===== config.mk =====
export PLATFORM = sky130hd
export DESIGN_NAME = cpu_run_controller
export DESIGN_NICKNAME = d
export VERILOG_FILES = /design/src/rtl/cpu_run_controller.sv
export SDC_FILE = /design/constraint.sdc
export NUM_CORES = 1
export LEC_CHECK = 0
export ABC_AREA = 1
export ABC_CLOCK_PERIOD_IN_PS = 1660
export BUFFER_PORTS_ARGS = -buffer_cell sky130_fd_sc_hd__buf_4
export CAP_MARGIN = 20
export CORE_ASPECT_RATIO = 0.7
export CORE_UTILIZATION = 52
export CTS_CLUSTER_SIZE = 40
export DETAILED_ROUTE_END_ITERATION = 16
export GPL_TIMING_DRIVEN = 1
export PLACE_DENSITY = 0.81
export SLEW_MARGIN = 20
export SYNTH_ARGS = -nofsm -noshare
export SYNTH_HDL_FRONTEND = slang
export SYNTH_SLANG_ARGS = --single-unit

===== constraint.sdc =====
create_clock -name clk -period 1.66 [get_ports clk]
set_clock_uncertainty 0.2 [all_clocks]
set_input_delay 0.332 -clock clk [delete_from_list [all_inputs] [get_ports clk]]
set_output_delay 0.332 -clock clk [all_outputs]
set_load 0.02 [all_outputs]

===== src/rtl/cpu_run_controller.sv =====
// cpu_run_controller: sequences CPU reset, checks every channel starts, and times the run until all halt.
module cpu_run_controller #(
   parameter int NUM_CPUS       = 1,
   parameter int RESET_CYCLES   = 1,
   parameter int TIMEOUT_CYCLES = 10000,
   localparam int CNT_W         = $clog2(TIMEOUT_CYCLES + 1),
   localparam int RC_W          = $clog2(RESET_CYCLES + 1)
) (
   input  logic                clk,
   input  logic                rst,
   input  logic                start,
   input  logic [NUM_CPUS-1:0] running,
   output logic                cpu_rst,
   output logic                busy,
   output logic                done,
   output logic                timeout,
   output logic [NUM_CPUS-1:0] start_fail,
   output logic [NUM_CPUS-1:0] finished,
   output logic [CNT_W-1:0]    cycle_count
);
   typedef enum logic [2:0] {S_IDLE, S_RESET, S_CHECK, S_RUN, S_DONE} state_t;
   state_t              state_q, state_d;
   logic [RC_W-1:0]     rcnt_q, rcnt_d;
   logic [CNT_W-1:0]    cnt_q, cnt_d;
   logic [NUM_CPUS-1:0] sf_q, sf_d, fin_q, fin_d, fin_now;
   logic                cpu_rst_q, cpu_rst_d, busy_q, busy_d, done_q, done_d, to_q, to_d, complete;
   assign fin_now  = fin_q | (~sf_q & ~running);
   assign complete = &(fin_now | sf_q);
   always_comb begin
      state_d   = state_q;
      rcnt_d    = rcnt_q;
      cnt_d     = cnt_q;
      sf_d      = sf_q;
      fin_d     = fin_q;
      cpu_rst_d = cpu_rst_q;
      to_d      = to_q;
      case (state_q)
         S_IDLE, S_DONE: if (start) begin
            state_d   = S_RESET;
            rcnt_d    = RC_W'(RESET_CYCLES - 1);
            cpu_rst_d = 1'b1;
            cnt_d     = '0;
            sf_d      = '0;
            fin_d     = '0;
            to_d      = 1'b0;
         end
         S_RESET: if (rcnt_q == '0) begin
            state_d   = S_CHECK;
            cpu_rst_d = 1'b0;
         end else rcnt_d = rcnt_q - 1'b1;
         S_CHECK: begin
            sf_d    = ~running;
            state_d = &(~running) ? S_DONE : S_RUN;
         end
         S_RUN: begin
            fin_d = fin_now;
            cnt_d = cnt_q + 1'b1;
            // completion on the final cycle takes priority over the timeout limit
            if (complete) state_d = S_DONE;
            else if (cnt_q == CNT_W'(TIMEOUT_CYCLES - 1)) begin
               state_d = S_DONE;
               to_d    = 1'b1;
            end
         end
         default: state_d = S_IDLE;
      endcase
      busy_d = (state_d == S_RESET) || (state_d == S_CHECK) || (state_d == S_RUN);
      done_d = state_d == S_DONE;
   end
   always_ff @(posedge clk or posedge rst) begin
      if (rst) begin
         state_q   <= S_IDLE;
         rcnt_q    <= '0;
         cnt_q     <= '0;
         sf_q      <= '0;
         fin_q     <= '0;
         cpu_rst_q <= 1'b1;
         busy_q    <= 1'b0;
         done_q    <= 1'b0;
         to_q      <= 1'b0;
      end else begin
         state_q   <= state_d;
         rcnt_q    <= rcnt_d;
         cnt_q     <= cnt_d;
         sf_q      <= sf_d;
         fin_q     <= fin_d;
         cpu_rst_q <= cpu_rst_d;
         busy_q    <= busy_d;
         done_q    <= done_d;
         to_q      <= to_d;
      end
   end
   assign cpu_rst     = cpu_rst_q;
   assign busy        = busy_q;
   assign done        = done_q;
   assign timeout     = to_q;
   assign start_fail  = sf_q;
   assign finished    = fin_q;
   assign cycle_count = cnt_q;
endmodule

Word level (Yosys, flattened, before mapping)
Cells that the tools add are included.
{"block": "op_classes", "n_addsub": 2, "eq_ne": 13, "n_mux": 19, "bitwise": 5, "n_reduce_logical": 12}
{"op": "14-bit case mux with 2 select lines", "count": 1}
{"op": "3-bit 2-to-1 mux", "count": 5}
{"op": "14-bit by 1-bit adder with 14-bit output (second input constant)", "count": 1}
{"op": "14-bit == test (second input constant)", "count": 1}
{"op": "14-bit 2-to-1 mux", "count": 1}
{"op": "3-bit by 2-bit == test with 1-bit output (second input constant)", "count": 4}
{"op": "3-bit case mux with 4 select lines", "count": 1}
{"op": "1-bit case mux with 2 select lines", "count": 5}
{"op": "2-bit inequality test (second input constant)", "count": 4}
{"op": "3-bit by 1-bit == test with 1-bit output (second input constant)", "count": 2}
{"op": "3-bit == test (second input constant)", "count": 2}
{"op": "1-bit 2-to-1 mux", "count": 6}
{"op": "2-bit AND reduction", "count": 3}
{"op": "2-bit nonzero test", "count": 3}
{"op": "4-bit AND reduction", "count": 1}
{"op": "3-bit logical NOT", "count": 1}
{"op": "3-bit AND reduction", "count": 1}
{"op": "1-bit logical OR", "count": 2}
{"op": "1-bit inverter", "count": 2}
{"op": "1-bit OR", "count": 2}
{"op": "2-bit OR reduction", "count": 1}
{"op": "1-bit AND", "count": 1}
{"op": "1-bit subtractor (second input constant)", "count": 1}
{"block": "word_totals", "register_bits": 24, "input_bits": 4, "output_inout_bits": 20}

Logic depth before layout (Yosys ltp)
{"block": "logic_depth", "depth_word": 9, "depth_mapped": 9, "mapped_depth_nobuf": 9}

Worst setup path after synthesis
OpenSTA, ideal clock, no wires.
{"block": "synth_path", "path_type": "register -> register", "from": "reg cnt_q[1] (netlist: cycle_count[1])", "to": "reg busy_q (netlist: busy)", "t_arrival_ps": 1273, "path_slack_ps": 60, "stages_incl_launch_ff": 9, "path_buffers": 0, "cell_sequence": "dfrtp_1 > ha_1 > nand2_1 > inv_2 > nand2_1 > nor2_1 > nand2_1 > nand3_2 > nand3b_1"}
{"block": "synth_between", "elab_chain_cells": 7}
{"element": "from (decl)", "line_no": "24", "rtl": "logic [CNT_W-1:0] cnt_q, cnt_d;"}
{"element": "from (signal assigned)", "line_no": "84", "rtl": "cnt_q <= cnt_d;"}
{"element": "14-bit == test *", "line_no": "60", "rtl": "else if (cnt_q == CNT_W'(TIMEOUT_CYCLES - 1)) begin"}
{"element": "3-bit 2-to-1 mux *", "line_no": "60"}
{"element": "3-bit 2-to-1 mux *", "line_no": "59", "rtl": "if (complete) state_d = S_DONE;"}
{"element": "3-bit case mux with 4 select lines *", "line_no": "37", "rtl": "case (state_q)"}
{"element": "3-bit by 1-bit == test with 1-bit output / 3-bit by 2-bit == test with 1-bit output (equally long branches)", "line_no": "67", "rtl": "busy_d = (state_d == S_RESET) || (state_d == S_CHECK) || (state_d == S_RUN);"}
{"element": "1-bit logical OR", "line_no": "67"}
{"element": "1-bit logical OR *", "line_no": "67"}
{"element": "via busy_d", "line_no": "26", "rtl": "logic cpu_rst_q, cpu_rst_d, busy_q, busy_d, done_q, done_d, to_q, to_d, complete;"}
{"element": "to (signal assigned)", "line_no": "88", "rtl": "busy_q <= busy_d;"}
{"element": "to (decl)", "line_no": "26"}
Mark *: on every way through the listed nets, which the timed path passes. The rest lies on a longest branch.
A chain may end at the register's enable or synchronous reset.

Final worst setup path
{"block": "layout_path", "from": "reg cnt_q[2] (netlist: cycle_count[2])", "to": "out cycle_count[2]"}
{"element": "to (decl)", "line_no": "19", "rtl": "output logic [CNT_W-1:0] cycle_count"}
No word-level cell between the ends.

==> key figures <==
STA
  – Final hold viol count: 0
  – Slew Limit Fails: 0
  – Min setup slack post-route: roughly 46 ps
  – RSZ-0062 raised after global routing: yes
  – Slew HR: 80.79%
  – Least-Margin Pin Slew: 286.0 ps
  – Period utilisation layout: 97.24%
  – Setup-failing EPs final: 0
  – Fmax: about 620 MHz
  – Hold Slack: 87.20 ps
  – Post-route minimum period: ~1600 ps

Worst hold path
  – HP Class: primary input to flip-flop
  – Hold path depth: 3
  – Worst hold start: running
  – Hold Path Sink: state_q[1]

Logic synthesis
  – Synth Cell Area: 1272 µm²
  – Mean post-synth cell area: 7.355 µm²
  – Synthesized instance count: 173
  – Post-synth EDFFs: 0
  – Ys async rst share: 100.0%
  – Seq/Total Area, Yosys: 45.33%
  – Register bit count reported by yosys: 23
  – Syn nets: 178
  – Warnings, synthesis: 0
  – Count of different cell masters after synthesis: 23
  – Ys flop type: dfrtp_1

Setup path
  – R2R depth: 6
  – CP Class: flip-flop to primary output
  – Critical path launch point type: flip-flop
  – Reg2Reg Setup Slack: 50 ps
  – FF-to-FF End: cycle_count[10]
  – Buf/Inv on CP: 2
  – Critical path arrival: 1080 ps
  – Crit path capture type: primary output
  – CP max FO: 4
  – CP Data Required Time: between 1000 and 1500 ps
  – Worst path top cell family by delay: flip-flops
  – CP peak stage delay: 440 ps
  – CP cell instances: buf_4, buf_4
  – Critical Path Most Common Cell: buf_4
  – Slowest library cell on the worst path: dfrtp_1
  – R2R Path Start: cycle_count[1]

Placement
  – Final GP Congestion: 0.9322
  – Placed inst area: 1500 µm²
  – Dpl cells: 230
  – Post-DP HPWL: 2209 µm
  – Post-Place Setup Slack: 44.77 ps
  – IO buf count: 23

Layout
  – Utilization after layout: 69.63%
  – Number of fill cells: 192
  – Fin area: 1549 µm²
  – Ant diodes: 0
  – Share of layout cells above drive strength 1: 23.53%
  – Synth-to-layout area growth: 21.73%
  – NumNets Final: 210
  – Finished Layout Cells: 236

Power and ir drop
  – Combinational power share: 38.9%
  – Power Density: 1096 nW/µm²
  – Clock power share: 16.5%
  – Sw Share: 40.58%
  – LEAKAGE: just under 0.0008 µW
  – Sequential share of power: around 45%
  – Pint: 1009 µW
  – Maximum vdd drop: 0.0007293 V
  – Net switching power: 688.7 µW

Clock tree
  – CTS tree: yes
  – Clock transition at path regs: 140 ps
  – Root buf cell: clkbuf_4
  – Worst skew pair latency: 330 ps
  – CTS H-tree depth: 1
  – Cts bufs inserted: 3
  – Max Buffers Root-to-Sink: 2
  – Sink Count: 23

Job
  – MaxCap Viol Count: 0

GRT
  – Vias in the first global route: between 1,000 and 1,500
  – Largest net degree at the start of global routing: 24
  – Remaining Overflow, GRT: 0
  – First-pass GRT wire length: 4733 µm
  – GRT Overall Usage: 25.44%
  – Initial antenna violation count: 0

Run status
  – Status: finished, final reports clean

Floorplan
  – Chip height: about 43 µm
  – DIE AREA: 2652 µm²
  – Standard-cell rows: 14
  – Die width: approximately 60 µm
  – Initial Util: 57.20%
  – Ports: 24
  – Placeable Area: between 2000 and 2500 µm²

Drt
  – Iteration-0 DRC Markers: 48
  – Routed Antenna Nets: 0
  – Wire length per cell: between 10 and 15 µm
  – Vias: 1,204
  – Detailed Routing Iterations Pass 1: 4
  – Vias per cell: 5.102
  – Residual DRC: 0
  – Final wirelength: between 3000 and 4000 µm
[worst min-delay path: stages]
cell     delay (ps)
buf_4            90
nand2_1          80
nand3_1          90
[stage by stage]
step	power [µW]	setup TNS [ps]
final	1697	0
after floorplan	1175	0
after global placement	1382	0
after CTS	1682	0
after global routing	1804	-19.11
after detailed placement	1402	0
[synthesized netlist by cell type, drive strengths merged (3+ instances only)]
cell type	instances	area [µm²]
nand2	60	235.2
inv	23	86.33
dfrtp	22	550.5
nor2	20	92.58
nand3	17	102.6
o21ai	13	65.06
a21oi	5	25.02
nand3b	3	22.52
nand4	3	18.77
[how the worst max path moves through the flow]
stage / start / end / slack, ps / depth (start not counted)
CTS: cycle_count[1] / cycle_count[10] / 20 / 6
global route: cycle_count[1] / cycle_count[10] / -10 / 6
floorplan: cycle_count[1] / busy / 60 / 8
detailed placement: cycle_count[1] / cycle_count[10] / 40 / 6
finish: cycle_count[2] / cycle_count[2] / 50 / 2
global placement: cycle_count[0] / busy / 130 / 8
[area by class of cell]
class	count	area, µm²	area share, %
flip-flops and latches	23	578.1	37.32
multi-input cells	126	604.3	39.01
inverters	23	86.33	5.573
clock inverters	1	5.005	0.3231
clock buffers	3	22.52	1.454
well taps	32	40.04	2.585
repair buffers	28	212.7	13.73
[cells in the final DEF, fill, tap and decap left out, types with 4 or more instances in the layout]
cell,count
dfrtp_1,21
o21ai_0,10
nor2_2,4
nand3_1,15
a21oi_1,5
inv_1,20
nand2_2,4
nor2_1,15
buf_4,27
nand2_1,56
[kinds of logic (layout without fill, tap and decap cells)]
| kind of cell | count (synthesis) | count (layout) | synth area share (%) |
|---|---|---|---|
| buf+inv | 24 | 55 | 7.375 |
| simple gates | 104 | 104 | 37.46 |
| fa+ha+maj | 1 | 1 | 0.9831 |
| compound gates | 21 | 21 | 8.850 |
| flops | 23 | 23 | 45.33 |
[layer usage]
metal,GRT usage (%),share of wire (%)
met1,38.67,49
met2,36.30,44
met3,6.866,6.6
met4,5.909,0
met5,0,0
[state kept, by name, summed over array words and instances, names as in the netlist]
name	count
finished	1
timeout	1
cpu_rst	1
cycle_count	14
done	1
start_fail	1
state_q	3
busy	1
[power by group through the flow]
| stage | clock [µW] | sequential [µW] | combinational (µW) |
|---|---|---|---|
| after detailed placement | 0 | 766 | 636 |
| after global placement | 0 | 753 | 629 |
| after global routing | 308 | 769 | 727 |
| after floorplan | 0 | 847 | 328 |
| final | 280 | 757 | 660 |
| after CTS | 287 | 756 | 639 |
[timing repair]
action	in CTS	in global routing
endpoints found under the hold margin	22	0
buffers inserted	0	1
hold buffers	1	0
setup endpoints to repair	0	9
gates resized for setup	0	2
Note: power is estimated with default switching activity, not from simulation.
